==> src/rtl/nbits_pipelined_adder.sv <==
// Pipelined N-bit adder/subtractor. The carry chain is cut into STAGES chunks of W bits.
// Skew registers carry the pending operand bits and the finished sum bits with each beat.
module nbits_pipelined_adder #(
  parameter int N      = 16,
  parameter int STAGES = 4
) (
  input  logic         clk,
  input  logic         rst,
  input  logic         in_valid,
  output logic         in_ready,
  input  logic [N-1:0] a,
  input  logic [N-1:0] b,
  input  logic         cin,
  input  logic         sub,
  output logic         out_valid,
  input  logic         out_ready,
  output logic [N-1:0] s,
  output logic         cout,
  output logic         ovf
);
  localparam int W = N / STAGES;

  if (N < 1 || STAGES < 1 || STAGES > N || (N % STAGES) != 0) begin : g_param_check
    $error("nbits_pipelined_adder: STAGES must divide N and lie in 1..N");
  end

  logic         w_adv;
  logic [N-1:0] w_bb;
  logic         w_c0;

  // Global stall: the whole pipe moves only when the output slot is free or draining.
  assign w_adv    = !out_valid || out_ready;
  assign in_ready = w_adv;
  assign w_bb     = sub ? ~b : b;
  assign w_c0     = sub ? ~cin : cin;

  for (genvar k = 0; k < STAGES; k++) begin : g_st
    localparam int LO = k * W;   // sum bits already finished before this stage
    localparam int HI = N - LO;  // operand bits still pending, this chunk included

    logic [HI-1:0]   w_a;
    logic [HI-1:0]   w_b;
    logic            w_c;
    logic            w_v;
    logic [W:0]      w_chunk;
    logic [LO+W-1:0] w_sum;
    logic            r_v;
    logic            r_c;
    logic [LO+W-1:0] r_sum;

    assign w_chunk = {1'b0, w_a[W-1:0]} + {1'b0, w_b[W-1:0]} + {{W{1'b0}}, w_c};

    if (k == 0) begin : g_head
      assign w_a   = a;
      assign w_b   = w_bb;
      assign w_c   = w_c0;
      assign w_v   = in_valid;
      assign w_sum = w_chunk[W-1:0];
    end else begin : g_body
      assign w_a   = g_st[k-1].g_skew.r_a;
      assign w_b   = g_st[k-1].g_skew.r_b;
      assign w_c   = g_st[k-1].r_c;
      assign w_v   = g_st[k-1].r_v;
      assign w_sum = {w_chunk[W-1:0], g_st[k-1].r_sum};
    end

    always_ff @(posedge clk) begin
      if (rst) begin
        r_v   <= 1'b0;
        r_c   <= 1'b0;
        r_sum <= '0;
      end else if (w_adv) begin
        r_v   <= w_v;
        r_c   <= w_chunk[W];
        r_sum <= w_sum;
      end
    end

    if (k < STAGES - 1) begin : g_skew
      logic [HI-W-1:0] r_a;
      logic [HI-W-1:0] r_b;

      always_ff @(posedge clk) begin
        if (rst) begin
          r_a <= '0;
          r_b <= '0;
        end else if (w_adv) begin
          r_a <= w_a[HI-1:W];
          r_b <= w_b[HI-1:W];
        end
      end
    end else begin : g_tail
      logic r_ovf;

      // The top chunk still sees both operand sign bits, so overflow is resolved here.
      always_ff @(posedge clk) begin
        if (rst) begin
          r_ovf <= 1'b0;
        end else if (w_adv) begin
          r_ovf <= (w_a[HI-1] == w_b[HI-1]) && (w_chunk[W-1] != w_a[HI-1]);
        end
      end
    end
  end

  assign out_valid = g_st[STAGES-1].r_v;
  assign s         = g_st[STAGES-1].r_sum;
  assign cout      = g_st[STAGES-1].r_c;
  assign ovf       = g_st[STAGES-1].g_tail.r_ovf;

endmodule

==> config.mk <==
export PLATFORM = sky130hd
export DESIGN_NAME = nbits_pipelined_adder
export DESIGN_NICKNAME = d
export VERILOG_FILES = /design/src/rtl/nbits_pipelined_adder.sv
export SDC_FILE = /design/constraint.sdc
export NUM_CORES = 1
export LEC_CHECK = 0
export ABC_AREA = 1
export BUFFER_PORTS_ARGS = -buffer_cell sky130_fd_sc_hd__buf_2
export CORE_MARGIN = 2
export CORE_UTILIZATION = 33
export CTS_BUF_LIST = sky130_fd_sc_hd__clkbuf_16
export DETAILED_ROUTE_END_ITERATION = 8
export GPL_TIMING_DRIVEN = 0
export PLACE_DENSITY = 0.6
export RECOVER_POWER = 50
export SYNTH_ARGS = -nofsm -noshare
export SYNTH_HDL_FRONTEND = slang
export SYNTH_SLANG_ARGS = --single-unit
==> constraint.sdc <==
create_clock -name clk -period 4.3 [get_ports clk]
set_input_delay 0.645 -clock clk [delete_from_list [all_inputs] [get_ports clk]]
set_output_delay 0.645 -clock clk [all_outputs]
set_load 0.03 [all_outputs]
After elaboration in Yosys (flattened, before gate mapping)
Cells that the tools add are included.
{ "totals": {"ff_bits": 97, "latch_bits": 0, "ram_bits": 0, "romBits": 0, "in_bits": 38, "out_inout_bits": 20, "wordCells": 36, "memories": 0} }
{ "op_classes": {"add_sub_neg": 8, "n_mul": 0, "n_div": 0, "magnitude_cmp": 0, "eq_ne": 2, "n_shift": 0, "n_mux": 2, "bitwise": 2, "reduce_logical": 3} }
{ "op_table": {"columns": ["cell", "n"], "rows": [
  ["$add A4 B4 Y5", 4],
  ["$add A5 B1 Y5", 4],
  ["$mux W16", 1],
  ["$not A16 Y16", 1],
  ["$eq A1 B1 Y1", 1],
  ["$logic_and A1 B1 Y1", 1],
  ["$logic_not A1 Y1", 1],
  ["$logic_or A1 B1 Y1", 1],
  ["$mux W1", 1],
  ["$ne A1 B1 Y1", 1],
  ["$not A1 Y1", 1]
]} }

Logic depth before layout (Yosys ltp)
Gate-level depths: netlist of the first run.
{ "logic_depth": {"depth_word": 4, "mapped_depth": 10, "depth_no_buf": 8} }

Worst setup path after synthesis of the first run
Ideal clock, no wire load.
{ "synth_path": {"path_kind": "input port to flip-flop", "from": "input port sub", "to": "register g_st[0].r_c", "setup_time_ns": 0.114, "arrival_time_ns": 2.277, "required_time_ns": 4.186, "setup_slack_ns": 1.910, "stages": 9, "n_path_buf": 2, "cell_sequence": "buf_4 -> buf_4 -> xor2_1 -> fa_1 -> fa_1 -> nand3_1 -> a21oi_1 -> a21oi_1 -> nor2_1"} }
{ "synth_via": {"elab_chain_cells": 3, "elab_cells_between_ends": 4, "cone_classes": "add/sub: 2; mux: 2"} }
{ "synth_rtl": {"columns": ["element", "line_no", "text"], "rows": [
  ["start, declared", "14", "input logic sub,"],
  ["$mux W16", "34", "assign w_bb = sub ? ~b : b;"],
  ["$add A4 B4 Y5", "51", "assign w_chunk = {1'b0, w_a[W-1:0]} + {1'b0, w_b[W-1:0]} + {{W{1'b0}}, w_c};"],
  ["$add A5 B1 Y5 *", "51", null],
  ["end signal, assigned", "74", "r_c <= w_chunk[W];"],
  ["end, declared", "48", "logic r_c;"]
]} }
Mark *: on every way between the ends. The rest lies on a longest branch, timed or not.
A chain may end at the register's enable or synchronous reset.

Worst setup path after layout of the first run
{ "layout_path": {"from": "input port out_ready", "to": "output port in_ready"} }
{ "layout_via": {"elab_chain_cells": 1} }
{ "layout_rtl": {"columns": ["element", "line_no", "text"], "rows": [
  ["start, declared", "16", "input logic out_ready,"],
  ["$logic_or A1 B1 Y1", "32", "assign w_adv = !out_valid || out_ready;"],
  ["end, declared", "10", "output logic in_ready,"]
]} }
Every way passes these cells.

==> impl_metrics.ini, run 1 <==
[worst_setup_path]
critPathKind = input pin to output port
critPathRequiredTime_ns = 3.65
timing.rr.start = out_valid
worst_reg2reg_path_depth = 6
critical_path_peak_fanout = 10
end_kind = output port
cp-start-kind = input pin
worstReg2RegEnd = g_st[1].g_skew.r_b[4]
cp.arrival_ns = 2.40
ff2ff_setup_slack_ns = 2.17

[global_routing]
grt_start_max_net_pins = 16
grt_usage_pct = 15.2
grt_pass1_wl_mm = 15.2
globalRoute.totalOverflow = 0
grt_antenna_before_repair = 0
first_global_vias = 3192

[clocking]
tritoncts = yes
post_cts_resize_count = 0
post-cts-setup-buffers = 0
cts-root-to-sink-buffers = 2
worstSkewPairLatency_ns = 0.34
numCtsBuffers = 9
clock_sinks = 97
cts.hold.buffers_added = 0
htree_levels = 3
cts_root_buffer = sky130_fd_sc_hd__clkbuf_16
worst_setup_hold_path_clk_slew_ns = 0.07

[finish]
fillCellCount = 1235
mostFrequentLayoutCell = sky130_fd_sc_hd__nor2_1
final_net_count = 613
syn2layout_area_growth_pct = 17.9
postLayoutCellArea_sq_mm = 0.00471
layout.cells.most_common_list = 133 x sky130_fd_sc_hd__nor2_1, 97 x sky130_fd_sc_hd__dfxtp_1, 94 x sky130_fd_sc_hd__o21ai_0
drive_above_1_share_pct = 12.9
ff_latch_area_sq_mm = 0.00194
multiInputGateArea_sq_mm = 0.00180
antenna-diode-count = 0

[pwr]
static-leakage-power_nw = 2.23
sequentialPowerShare_pct = 50.4
power_per_cell_area_mw_per_mm2 = 427
switching_power_mw = 0.504
ir_drop_v = 0.000189
comb_power_share_pct = 11.3
power_frac_clock_pct = 38.3
internal_power_mw = 1.51
fraction_of_power_spent_switching_nets_pct = 25.1

[yosys]
synthesis.area_sq_mm = 0.00399
ys_seq_area_share_pct = 48.6
synth.avg_cell_area_sq_um = 8.18
post_synthesis_net_count = 546
netlist_instances = 488
ffs_latches_synth = 97
yosysUniqueCellTypes = 20
yosys_warnings = 0

[die]
die-width_um = 114
die_span_y_um = 114
fp-row-count = 40
floorplan.die_area_sq_mm = 0.0130
placeableCoreArea_sq_mm = 0.0119
initial_core_util_pct = 33.5
floorplan.io_pins = 58

[sta]
clock_skew_ns = 0.00736
grt_setup_unrepaired = no
setup_tns_ns = 0
finalMaxSlewViolations = 0
setup_viol = 0
final_critical_path_setup_slack_ns = 1.25
fin_crit_ns = 3.05
max_slew_margin_pct = 59.0
final.period_utilization_pct = 70.9
timing_hold_violations_final = 0
achievable-frequency_mhz = 328
worst_slew_pin_slew_ns = 0.615

[placed_design]
pre_cts_slack_ns = 1.75
dpl-instance-area_sq_mm = 0.00446
place_congestion = 0.799
placement.io_buffers = 56
detailedPlacementHpwl_mm = 6.97

[min_path]
min-delay-path-class = flip-flop to flip-flop
hp-start = g_st[0].g_skew.r_b[6]
instance_count_along_the_most_critical_hold_path = 2
min_to = g_st[1].g_skew.r_b[2]

[routing]
num_vias = 3295
routed_length_per_instance_um = 13.4
route.detailed.vias_per_inst = 4.66
drt-pass1-iter-count = 4
drt_drc_violations_left = 0
dr.first_iter.drc_count = 157
drt_wl_total_mm = 9.45
antenna_violating_nets_post_route = 0

[run]
maxCapViolations = 0

[status]
run_status = complete, no violations
-- cell families after synthesis --
family,synth area share (%)
and+or+nand+nor,15.6
AOI/OAI and AO/OA,17.3
DFF,48.6
buffers and inverters,6.11
xor gates and xnor gates,4.61
adders and majority gates,7.77
-- cell type report --
type | count | share of cell area, %
clock inverters | 7 | 1.28
well taps | 147 | 3.91
flip-flops and latches | 97 | 41.2
plain buffers | 32 | 2.90
clock buffers | 9 | 4.78
multi-input cells | 337 | 38.2
inverters | 22 | 1.75
repair buffers | 56 | 5.93
-- cells in the mapped netlist, drive strengths merged --
master	n	area, sq um
o21bai	3	22.5
nand3	11	55.1
a31oi	1	6.26
o21ai	94	470
dfxtp	97	1940
xor2	6	52.6
buf	13	90.1
nand2	15	56.3
xnor2	15	131
ha	12	150
nor3	1	5.00
clkbuf	19	71.3
nor2	133	507
fa	8	160
inv	22	82.6
a21oi	38	190
-- per-stage QoR --
step,instances,hold slack (ns),power (mW),util [%]
floorplan,488,0.420,1.18,-
global placement,691,0.431,1.25,37.4
detailed placement,691,0.434,1.26,37.4
CTS,707,0.440,2.03,39.8
global route,707,0.468,2.11,39.5
finish,707,0.442,2.01,39.5
-- how the worst max path moves through the flow --
stage | startpoint | slack [ns] | to
detailed placement | sub | 1.75 | g_st[0].r_c
floorplan | sub | 1.91 | g_st[0].r_c
global placement | sub | 1.79 | g_st[0].r_c
global route | out_ready | 1.12 | in_ready
finish | out_ready | 1.25 | in_ready
CTS | out_ready | 1.98 | in_ready
-- registers in the layout, summed over array words and instances (netlist names) --
name,cells
g_st.r_v,3
g_st.g_skew.r_a,24
g_st.g_skew.r_b,24
ovf,1
out_valid,1
g_st.r_c,3
s,16
g_st.r_sum,24
cout,1
-- power groups by stage --
stage	clock, mW	combinational (mW)	sequential, mW
CTS	0.790	0.232	1.01
global placement	0	0.224	1.03
global route	0.825	0.260	1.02
detailed placement	0	0.230	1.03
finish	0.770	0.227	1.01
floorplan	0	0.142	1.04
-- critical path, cell delays in order --
cell	delay [ns]
sky130_fd_sc_hd__buf_2	0.10
sky130_fd_sc_hd__nor2_1	0.42
sky130_fd_sc_hd__inv_1	0.26
sky130_fd_sc_hd__clkbuf_1	0.35
sky130_fd_sc_hd__clkbuf_1	0.35
sky130_fd_sc_hd__buf_2	0.27
-- routing by layer --
layer | wire length, um | up-vias | GRT usage [%] | part of all wire [%]
li1 | - | 1723 | - | -
met1 | 4390 | 1516 | 18.3 | 46
met2 | 4610 | 50 | 26.7 | 49
met3 | 363 | 6 | 3.72 | 3.8
met4 | 89 | 0 | 4.72 | 0.94
met5 | 0 | - | 0 | 0
Power figures use the tool's default switching activity.
==> run 2, diff against run 1 <==
clock period = 2.99 ns   (was 4.3 ns; I/O delays follow)
==> run 2 against run 1 <==
Register-to-register slack got worse by 1.3 ns. Non-clock buffer count did not move. Die area did not move. Global-route usage did not move. Sequential power rose by 45%. Final area fell by 0.35%. Combinational power rose by 43%. Power rose by 44%. Critical path depth did not move. Clock skew barely moved. Clock-buffer cell count did not move. Clock power rose by 44%. Highest routed layer unchanged.
==> impl_metrics.ini, run 2 (same netlist as run 1, synthesis figures left out) <==
[die]
floorplan.io_pins = 58
die-width_um = 114
die_span_y_um = 114
floorplan.die_area_sq_mm = 0.0130
fp-row-count = 40
placeableCoreArea_sq_mm = 0.0119
initial_core_util_pct = 33.5

[finish]
finish.cell_count_without_fillers = 707
layout.cells.most_common_list = 133 x sky130_fd_sc_hd__nor2_1, 97 x sky130_fd_sc_hd__dfxtp_1, 94 x sky130_fd_sc_hd__o21ai_0
largestRegisters = g_st.g_skew.r_a x24, g_st.g_skew.r_b x24, g_st.r_sum x24
fillCellCount = 1235
finish.utilization_pct = 39.4
final_net_count = 613
syn2layout_area_growth_pct = 17.5
antenna-diode-count = 0
postLayoutCellArea_sq_mm = 0.00469
mostFrequentLayoutCell = sky130_fd_sc_hd__nor2_1
drive_above_1_share_pct = 10.4

[sta]
achievable-frequency_mhz = 424
final_critical_path_setup_slack_ns = 0.629
setup_viol = 0
setup_tns_ns = 0
finalMaxSlewViolations = 0
fin_crit_ns = 2.36
clock_skew_ns = 0.00699
max_slew_margin_pct = 59.4
grt_setup_unrepaired = no
final.period_utilization_pct = 79.0
timing_hold_violations_final = 0
worst_slew_pin_slew_ns = 0.609

[placed_design]
detailedPlacementHpwl_mm = 6.97
place_congestion = 0.799
dpl-instance-area_sq_mm = 0.00446
placedCellCount = 691
pre_cts_slack_ns = 0.637
placement.io_buffers = 56

[clocking]
htree_levels = 3
numCtsBuffers = 9
post-cts-setup-buffers = 0
cts_root_buffer = sky130_fd_sc_hd__clkbuf_16
clock_sinks = 97
post_cts_resize_count = 0
worst_setup_hold_path_clk_slew_ns = 0.06
cts.hold.buffers_added = 0
tritoncts = yes
cts-root-to-sink-buffers = 2
worstSkewPairLatency_ns = 0.34

[global_routing]
globalRoute.totalOverflow = 0
grt_antenna_before_repair = 0
grt_pass1_wl_mm = 15.2
grt_start_max_net_pins = 16
grt_usage_pct = 15.2
first_global_vias = 3192

[worst_setup_path]
critPathKind = flip-flop to output port
cp-start-kind = flip-flop
end_kind = output port
cp.arrival_ns = 1.91
critPathRequiredTime_ns = 2.54
critical_path_peak_fanout = 10

[routing]
drt_drc_violations_left = 0
num_vias = 3307
antenna_violating_nets_post_route = 0
drt-pass1-iter-count = 4
route.detailed.vias_per_inst = 4.68
drt_wl_total_mm = 9.48
dr.first_iter.drc_count = 130
routed_length_per_instance_um = 13.4

[min_path]
min-delay-path-class = input pin to flip-flop

[pwr]
power_per_cell_area_mw_per_mm2 = 616
static-leakage-power_nw = 2.16
ir_drop_v = 0.000273

[run]
maxCapViolations = 0

[status]
run_status = complete, no violations
==> run 2: worst paths after layout <==
kind,slack [ns],depth (start not counted),from,endpoint
setup / recovery,0.63,6,out_valid,in_ready
hold reg to reg,0.44,2,g_st[0].g_skew.r_b[6],g_st[1].g_skew.r_b[2]
hold / removal,0.35,3,a[13],g_st[0].g_skew.r_a[9]
setup reg to reg,0.83,6,out_valid,ovf
==> run 2: final cells by class <==
| class | count | area, sq um | share of cell area [%] |
|---|---|---|---|
| Clock buffer | 9 | 225 | 4.80 |
| Buffer | 32 | 143 | 3.04 |
| Clock inverter | 7 | 60.1 | 1.28 |
| Inverter | 22 | 82.6 | 1.76 |
| Sequential cell | 97 | 1940 | 41.4 |
| Timing Repair Buffer | 56 | 256 | 5.47 |
| Tap cell | 147 | 184 | 3.92 |
| Multi-Input combinational cell | 337 | 1800 | 38.3 |
==> run 2: routing by layer <==
metal / global-route usage, % / up-vias / share of wire, %
met3: 3.72 / 8 / 4.1
met5: 0 / - / 0
met1: 18.3 / 1523 / 46
li1: - / 1725 / -
met2: 26.7 / 51 / 48
met4: 4.72 / 0 / 1.1
==> run 2: critical path: stages, from the launching register on <==
cell	delay [ns]
sky130_fd_sc_hd__dfxtp_1	0.33
sky130_fd_sc_hd__inv_1	0.04
sky130_fd_sc_hd__nor2_1	0.44
sky130_fd_sc_hd__inv_2	0.17
sky130_fd_sc_hd__buf_6	0.19
sky130_fd_sc_hd__buf_2	0.20
sky130_fd_sc_hd__buf_2	0.20
==> run 2: report_power, final <==
| group | switching [mW] | internal (mW) |
|---|---|---|
| clock network | 0.469 | 0.639 |
| logic | 0.196 | 0.128 |
| registers | 0.0605 | 1.40 |
| total | 0.725 | 2.16 |
==> run 2: through the flow <==
step | total power, mW | hold WS (ns)
CTS | 2.93 | 0.349
finish | 2.89 | 0.352
detailed placement | 1.82 | 0.434
floorplan | 1.70 | 0.420
global route | 3.03 | 0.368
global placement | 1.80 | 0.431
==> run 3, diff against run 2 <==
PLACE_DENSITY = 0.62   (was 0.6)
clock period = 2.05 ns   (was 2.99 ns; I/O delays follow)
==> run 3 against run 2 <==
Core utilization up 0.32 points. Clock-buffer cell count unchanged. Clock power up 52%. Die area unchanged. First-iteration DRC count up 30%. Worst hold slack worse by 0.14 ns. Flip-flop and latch count unchanged. Non-clock buffer count unchanged. Final cell count unchanged. Largest cell class unchanged.
==> impl_metrics.ini, run 3 (same netlist as run 1, synthesis figures left out) <==
[status]
run_status = complete, no violations

[sta]
worst_slew_pin_slew_ns = 0.616
achievable-frequency_mhz = 520
timing_hold_violations_final = 0
final_critical_path_setup_slack_ns = 0.126
finalMaxSlewViolations = 0
setup_viol = 0
fin_crit_ns = 1.92
final.period_utilization_pct = 93.9
grt_setup_unrepaired = no
setup_tns_ns = 0
max_slew_margin_pct = 58.9
clock_skew_ns = 0.00750

[finish]
postLayoutCellArea_sq_mm = 0.00473
final_net_count = 613
syn2layout_area_growth_pct = 18.5
largestRegisters = g_st.g_skew.r_a x24, g_st.g_skew.r_b x24, g_st.r_sum x24
finish.cell_count_without_fillers = 707
antenna-diode-count = 0
drive_above_1_share_pct = 11.8
layout.cells.most_common_list = 132 x sky130_fd_sc_hd__nor2_1, 97 x sky130_fd_sc_hd__dfxtp_1, 94 x sky130_fd_sc_hd__o21ai_0
fillCellCount = 1258
mostFrequentLayoutCell = sky130_fd_sc_hd__nor2_1
ff_latch_area_sq_mm = 0.00194
multiInputGateArea_sq_mm = 0.00181

[global_routing]
grt.met2_usage_pct = 26.0
grt-busiest-layer = met2
grt_pass1_wl_mm = 15.6
met1_demand_to_capacity_share_in_global_routing_pct = 18.8
first_global_vias = 3275
grt_antenna_before_repair = 0
grt_util_met3_pct = 4.09
globalRoute.totalOverflow = 0
grt_start_max_net_pins = 18
grt_usage_pct = 15.4

[placed_design]
dpl-instance-area_sq_mm = 0.00446
placedCellCount = 691
place_congestion = 0.797
placement.io_buffers = 56
detailedPlacementHpwl_mm = 6.99
pre_cts_slack_ns = -0.0950

[clocking]
worstSkewPairLatency_ns = 0.34
numCtsBuffers = 9
clock_sinks = 97
tritoncts = yes
cts.hold.buffers_added = 0
post_cts_resize_count = 0
htree_levels = 3
worst_setup_hold_path_clk_slew_ns = 0.07
cts-root-to-sink-buffers = 2
post-cts-setup-buffers = 0
cts_root_buffer = sky130_fd_sc_hd__clkbuf_16

[pwr]
report.power.total_mw = 4.29
ir_drop_v = 0.000424
power_per_cell_area_mw_per_mm2 = 907
static-leakage-power_nw = 2.18

[routing]
routed_length_per_instance_um = 13.2
drt_drc_violations_left = 0
drt_wl_total_mm = 9.32
dr.first_iter.drc_count = 169
antenna_violating_nets_post_route = 0
drt-pass1-iter-count = 4
route.detailed.vias_per_inst = 4.69
num_vias = 3314

[worst_setup_path]
worstPathCellList = inv_1 -> nor2_4 -> inv_2 -> buf_6 -> buf_2 -> buf_2
timing.critical_path.buf_inv = 5
max_stage_delay_ns = 0.32
critPathMostFrequentCell = sky130_fd_sc_hd__buf_2
setup.worst_path.start = out_valid
count_of_cell_instances_traversed_by_the_critical_path = 6
critical_path_peak_fanout = 10
timing.critical_path.slowest_stage_cell = sky130_fd_sc_hd__dfxtp_1
worst_reg2reg_path_depth = 6
critPathKind = flip-flop to output port
critPathRequiredTime_ns = 1.74
cp-endpoint = in_ready
timing.rr.start = out_valid
timing.critical_path.max_delay_family = buffers and inverters
worstReg2RegEnd = ovf
cp-start-kind = flip-flop
ff2ff_setup_slack_ns = 0.27
end_kind = output port
cp.arrival_ns = 1.62

[die]
placeableCoreArea_sq_mm = 0.0119
initial_core_util_pct = 33.5
floorplan.die_area_sq_mm = 0.0130
die_span_y_um = 114
floorplan.io_pins = 58
die-width_um = 114
fp-row-count = 40

[run]
maxCapViolations = 0

[min_path]
hp-start = a[5]
min-delay-path-class = input pin to flip-flop
## run 3: routing by layer
layer  up-vias  wire (um)
met2        58       4390
met1      1505       4340
met5         -          0
met4         0        197
li1       1734          -
met3        17        389
## run 3: per-stage QoR
step | util [%] | hold slack (ns)
after detailed placement | 37.4 | 0.432
after global routing | 39.7 | 0.223
after floorplan | - | 0.377
after global placement | 37.4 | 0.432
final | 39.7 | 0.210
after CTS | 40.0 | 0.205
## run 3: cell type report
type	instances	share of cell area [%]
flip-flops and latches	97	41.1
repair buffers	56	5.42
clock inverters	7	1.61
multi-input cells	337	38.3
well taps	147	3.89
clock buffers	9	4.76
inverters	22	1.75
plain buffers	32	3.25
## run 3: report_power, final
group / total [mW] / leakage, nW / internal (mW) / switching, mW
sequential: 2.12 / 0.799 / 2.04 / 0.0875
combinational: 0.473 / 1.23 / 0.188 / 0.286
clock: 1.69 / 0.150 / 0.958 / 0.733
## run 3: how the worst min path moves through the flow
stage	cells past startpoint	end
after global placement	2	g_st[1].g_skew.r_b[3]
final	3	g_st[0].g_skew.r_a[1]
after floorplan	1	out_valid
after global routing	3	g_st[0].g_skew.r_a[0]
after detailed placement	2	g_st[1].g_skew.r_b[2]
after CTS	3	g_st[0].g_skew.r_a[1]
## run 3: worst reg2reg max path, stage by stage (launching register included)
cell	delay, ns
sky130_fd_sc_hd__dfxtp_1	0.32
sky130_fd_sc_hd__inv_1	0.06
sky130_fd_sc_hd__nor2_4	0.21
sky130_fd_sc_hd__clkbuf_1	0.52
sky130_fd_sc_hd__clkbuf_2	0.38
sky130_fd_sc_hd__nand2_1	0.08
sky130_fd_sc_hd__a21oi_1	0.15
